<file path="src/rtl/controller_player.sv">
// Scripted multi-pad NES controller emulator: timestamped button script FIFO,
// per-pad A/B turbo and the $4016/$4017 strobe/read serial protocol.
module controller_player #(
    parameter int   NUM_PADS     = 2,
    parameter int   SCRIPT_DEPTH = 16,
    parameter int   TS_W         = 24,
    parameter int   TURBO_PERIOD = 2,
    parameter logic FILL_BIT     = 1'b1,
    localparam int  PAD_W        = (NUM_PADS > 1) ? $clog2(NUM_PADS) : 1
) (
    input  logic                  clk,
    input  logic                  rst_n,
    input  logic                  tick,
    input  logic                  strobe,
    input  logic [NUM_PADS-1:0]   rd,
    output logic [NUM_PADS-1:0]   data,
    input  logic                  scr_valid,
    output logic                  scr_ready,
    input  logic [TS_W-1:0]       scr_time,
    input  logic [PAD_W-1:0]      scr_pad,
    input  logic [7:0]            scr_btns,
    input  logic [2*NUM_PADS-1:0] turbo_mask,
    output logic [8*NUM_PADS-1:0] btns_cur,
    output logic [TS_W-1:0]       time_now,
    output logic                  script_empty,
    output logic                  order_err
);

    localparam int AW   = $clog2(SCRIPT_DEPTH);
    localparam int TC_W = $clog2(TURBO_PERIOD + 1);
    localparam logic [AW:0]     PTR_ONE = 1;
    localparam logic [TS_W-1:0] TS_ONE  = 1;
    localparam logic [TC_W-1:0] TC_ONE  = 1;
    localparam logic [TC_W-1:0] TC_LAST = TC_W'(TURBO_PERIOD - 1);

    logic [TS_W-1:0]  fifo_time [SCRIPT_DEPTH];
    logic [PAD_W-1:0] fifo_pad  [SCRIPT_DEPTH];
    logic [7:0]       fifo_btns [SCRIPT_DEPTH];

    logic [TS_W-1:0] time_q, time_d;
    logic [TS_W-1:0] last_time_q, last_time_d;
    logic [AW:0]     wr_ptr_q, wr_ptr_d, rd_ptr_q, rd_ptr_d;
    logic            order_err_q, order_err_d;
    logic [TC_W-1:0] tcnt_q, tcnt_d;
    logic            phase_q, phase_d;
    logic            strobe_q;
    logic [NUM_PADS-1:0] rd_q;
    logic [7:0]      btns_q [NUM_PADS];
    logic [7:0]      btns_d [NUM_PADS];
    logic [7:0]      sr_q   [NUM_PADS];
    logic [7:0]      sr_d   [NUM_PADS];

    logic            full, empty, push, pop;
    logic [AW-1:0]   wr_idx, rd_idx;
    logic [TS_W-1:0] head_time;
    logic [PAD_W-1:0] head_pad;
    logic [7:0]      head_btns;

    // Extra pointer MSB distinguishes full from empty when the indices match.
    assign wr_idx    = wr_ptr_q[AW-1:0];
    assign rd_idx    = rd_ptr_q[AW-1:0];
    assign full      = (wr_ptr_q[AW] != rd_ptr_q[AW]) && (wr_idx == rd_idx);
    assign empty     = (wr_ptr_q == rd_ptr_q);
    assign head_time = fifo_time[rd_idx];
    assign head_pad  = fifo_pad[rd_idx];
    assign head_btns = fifo_btns[rd_idx];
    assign push      = scr_valid & ~full;
    assign pop       = ~empty & (time_q >= head_time);

    always_comb begin
        time_d      = tick ? time_q + TS_ONE : time_q;
        wr_ptr_d    = push ? wr_ptr_q + PTR_ONE : wr_ptr_q;
        rd_ptr_d    = pop ? rd_ptr_q + PTR_ONE : rd_ptr_q;
        last_time_d = push ? scr_time : last_time_q;
        order_err_d = order_err_q | (push & (scr_time < last_time_q));
        tcnt_d      = tcnt_q;
        phase_d     = phase_q;
        if (strobe_q && !strobe) begin
            if (tcnt_q == TC_LAST) begin
                tcnt_d  = '0;
                phase_d = ~phase_q;
            end else begin
                tcnt_d = tcnt_q + TC_ONE;
            end
        end
        // Out-of-range pad indices match no pad, so such entries are simply dropped.
        for (int p = 0; p < NUM_PADS; p++) begin
            btns_d[p] = btns_q[p];
            if (pop && head_pad == PAD_W'(p)) btns_d[p] = head_btns;
            sr_d[p] = sr_q[p];
            if (strobe) begin
                sr_d[p] = btns_q[p] & ~({6'b0, turbo_mask[2*p +: 2]} & {8{phase_q}});
            end else if (rd_q[p] && !rd[p]) begin
                sr_d[p] = {FILL_BIT, sr_q[p][7:1]};
            end
        end
    end

    always_ff @(posedge clk) begin
        if (!rst_n) begin
            time_q      <= '0;
            last_time_q <= '0;
            wr_ptr_q    <= '0;
            rd_ptr_q    <= '0;
            order_err_q <= 1'b0;
            tcnt_q      <= '0;
            phase_q     <= 1'b0;
            strobe_q    <= 1'b0;
            rd_q        <= '0;
            for (int p = 0; p < NUM_PADS; p++) begin
                btns_q[p] <= 8'h00;
                sr_q[p]   <= 8'h00;
            end
        end else begin
            time_q      <= time_d;
            last_time_q <= last_time_d;
            wr_ptr_q    <= wr_ptr_d;
            rd_ptr_q    <= rd_ptr_d;
            order_err_q <= order_err_d;
            tcnt_q      <= tcnt_d;
            phase_q     <= phase_d;
            strobe_q    <= strobe;
            rd_q        <= rd;
            for (int p = 0; p < NUM_PADS; p++) begin
                btns_q[p] <= btns_d[p];
                sr_q[p]   <= sr_d[p];
            end
        end
    end

    always_ff @(posedge clk) begin
        if (rst_n && push) begin
            fifo_time[wr_idx] <= scr_time;
            fifo_pad[wr_idx]  <= scr_pad;
            fifo_btns[wr_idx] <= scr_btns;
        end
    end

    for (genvar g = 0; g < NUM_PADS; g++) begin : g_pad
        assign data[g]            = sr_q[g][0];
        assign btns_cur[8*g +: 8] = btns_q[g];
    end

    assign scr_ready    = ~full;
    assign script_empty = empty;
    assign time_now     = time_q;
    assign order_err    = order_err_q;

endmodule

</file>
<file path="config.mk">
export PLATFORM = sky130hd
export DESIGN_NAME = controller_player
export DESIGN_NICKNAME = d
export VERILOG_FILES = /design/src/rtl/controller_player.sv
export SDC_FILE = /design/constraint.sdc
export NUM_CORES = 1
export LEC_CHECK = 0
export ABC_AREA = 1
export BUFFER_PORTS_ARGS = -buffer_cell sky130_fd_sc_hd__buf_4
export CORE_AREA = 4 4 211 295
export CTS_CLUSTER_DIAMETER = 120
export CTS_CLUSTER_SIZE = 12
export DETAILED_ROUTE_END_ITERATION = 16
export DIE_AREA = 0 0 215 299
export PLACE_DENSITY_LB_ADDON = 0.3
export SLEW_MARGIN = 20
export SYNTH_ARGS = -nofsm -noshare
export SYNTH_HDL_FRONTEND = slang
export SYNTH_SLANG_ARGS = --single-unit
</file>
<file path="constraint.sdc">
create_clock -name clk -period 7.3 [get_ports clk]
set_clock_uncertainty 0.1 [all_clocks]
set_input_delay 1.46 -clock clk [delete_from_list [all_inputs] [get_ports clk]]
set_output_delay 1.46 -clock clk [all_outputs]
set_load 0.02 [all_outputs]
</file>
==> flow_summary.toml <==
[clocking]
cts_tree = "built"
cts_buffers = 58
cts-resized-gates = 0
holdBufCountCts = 0
htreeDepth = 2
cts.path.max_buffers = 3
clk_latency_ps = 630
clock-root-buffer = "clkbuf_16"
clkTransAtPathRegs_ps = 60
cts_setup_buffers = 0
cts.sinks = 629

[finish]
multiInputGateArea_um2 = 7000
drive_above_1_share = 0.0971
fin_nets = 2359
area_growth_pct = 11.9
nFillCells = 5220
regArea_um2 = 17900

[sta]
maxSlewHeadroom = 0.326
timing.fmax_mhz = 208
setup_viol_count_final = 0
post-route-min-period_ps = 4820
fin_tns_setup_ps = 0
fin_ws_ps = 2480
holdWs_ps = 355
final-max-slew-violation-count = 0
rsz0062_at_grt = "no"
fin_crit_sh = 0.660
hold_viol_final = 0
worstMarginPinSlew_ps = 1010

[setup_path]
cp.required_ps = 7710
cp-start-kind = "flip-flop"
cp_max_fo = 152
crit_type = "flip-flop to flip-flop"
arrival_ps = 5230
reg2reg_depth = 17
cp-end-kind = "flip-flop"

[power]
vdd_drop_max_v = 0.000201
p_per_area_nw_per_um2 = 240
p_leak_nw = 10.1
total_power_w = 0.00695

[status]
status = "finished, final reports clean"

[yosys]
yosys.cell_types.count = 40
synth_warnings = 0
avgSynthCellArea_um2 = 11.7
synthTopCellsByCount = "528 x edfxtp_1, 400 x nor2_1, 297 x o21ai_0, 189 x nand2_1, 128 x inv_1"
ys_async_sr_fraction = 0
yosys_register_bits = 629
synth_top_cell_by_area = "edfxtp_1"
syn-cell-area_um2 = 25900
yosys.area.top_type_share = 0.612
synth-main-ff-cell = "edfxtp_1"
synth_cells = 2216
yosysMostFrequentCell = "edfxtp_1"
synth_edf_count = 528
synth_fp_nets = 2313
synth_seq_area_share = 0.691
synth.area.top_cells = "edfxtp_1 61%, dfxtp_1 7.8%, nor2_1 5.8%, o21ai_0 5.7%, o221ai_1 2.8%"

[placement]
dp_slack_ps = 2630
place_congestion = 0.820
portBuffers = 88
place_hpwl_mm = 38.7

[floorplanning]
die_height_um = 299
start_util = 0.435
core_um2 = 59500
rows = 106
die_w_um = 215
dieArea_um2 = 64300
io_pins = 89

[global_route]
grt_pass1_wl_mm = 102
grt_max_degree = 194
overflow = 0
grt_pass1_vias = 16800
grt_use_total = 0.205
antenna_found_initial = 2

[route]
routed_wl_mm = 67.6
vias = 17200
viasPerCell = 5.61
drtIter0Drc = 1654
ant_nets = 0
drc = 0
detail_route.first_pass.iterations = 5
wire_per_inst_um = 22.1

[hold_path]
min_path_type = "flip-flop to flip-flop"
holdPathStages = 2

[run]
drv_cap = 0
-- metal layers --
| metal | part of all wire | track usage | vias up |
|---|---|---|---|
| met5 | 0 | 0 | - |
| met3 | 0.055 | 0.0273 | 97 |
| met4 | 0.027 | 0.0640 | 0 |
| li1 | - | - | 8044 |
| met2 | 0.52 | 0.369 | 542 |
| met1 | 0.40 | 0.257 | 8501 |
-- critical path: stages, from the launching register on --
cell	delay (ps)
dfxtp_4	550
inv_6	700
buf_12	480
o21ai_0	210
o221ai_1	220
nand3_1	110
nand2_1	130
inv_1	60
ha_1	290
nand2_1	70
nor2_1	180
nand4_1	230
nor2_1	150
nand2_1	130
nand2_2	210
nand3_4	200
nor2_1	210
nor2_1	70
-- flip-flops by register name (all words and copies together) (netlist names), 5 cells and up, named ones only --
signal and count:
fifo_time 384, fifo_btns 128, last_time_q 24, time_now 24
btns_q 16, fifo_pad 16, sr_q 16, rd_ptr_q 5
wr_ptr_q 5
-- stage by stage --
stage	std cells	utilization	area [µm²]
floorplan	2216	-	25900
global placement	2958	0.458	27300
detailed placement	2958	0.458	27300
CTS	3064	0.486	29000
global route	3064	0.486	29000
finish	3065	0.486	29000
-- placed cells by master, fill, tap and decap left out, types with 10 or more instances in the layout --
cell type / count
clkbuf_16: 58
nor2_4: 13
o211ai_1: 38
buf_4: 117
o22ai_1: 21
o21ai_0: 297
o221ai_1: 84
a21oi_1: 73
edfxtp_1: 528
nand2_1: 188
clkbuf_1: 44
a211oi_1: 10
nor2_1: 387
inv_1: 127
nand3_1: 84
ha_1: 53
dfxtp_1: 97
-- worst paths after layout --
path,startpoint,to,slack [ps]
hold reg to reg,tcnt_q[1],tcnt_q[1],360
hold / removal,tcnt_q[1],tcnt_q[1],360
setup reg to reg,flip-flop,btns_q[0][8],2480
setup / recovery,flip-flop,btns_q[0][8],2480
-- kinds of logic after synthesis --
family,Yosys count,synth area share
flip-flops,629,0.691
adder cells (fa/ha/maj),53,0.0256
XOR/XNOR,12,0.00406
AND/OR/NAND/NOR,707,0.111
buffers and inverters,267,0.0436
AO/OA/AOI/OAI,548,0.125
-- report_power, final --
part | internal, W | total [W] | switching, W | leakage, nW
Combinational | 0.0000660 | 0.000231 | 0.000165 | 3.72
Sequential | 0.00393 | 0.00394 | 0.0000136 | 5.58
Clock | 0.00150 | 0.00278 | 0.00128 | 0.797
Total | 0.00549 | 0.00695 | 0.00146 | 10.1
-- layout make-up --
| type | count | share of cell area |
|---|---|---|
| sequential | 629 | 0.618 |
| multi-input combinational | 1320 | 0.242 |
| clock buffer | 102 | 0.0558 |
| tap | 756 | 0.0327 |
| timing repair buffer | 120 | 0.0324 |
| inverter | 133 | 0.0174 |
| clock inverter | 4 | 0.00233 |
| antenna | 1 | 0.0000864 |
Power figures use the tool's default switching activity.
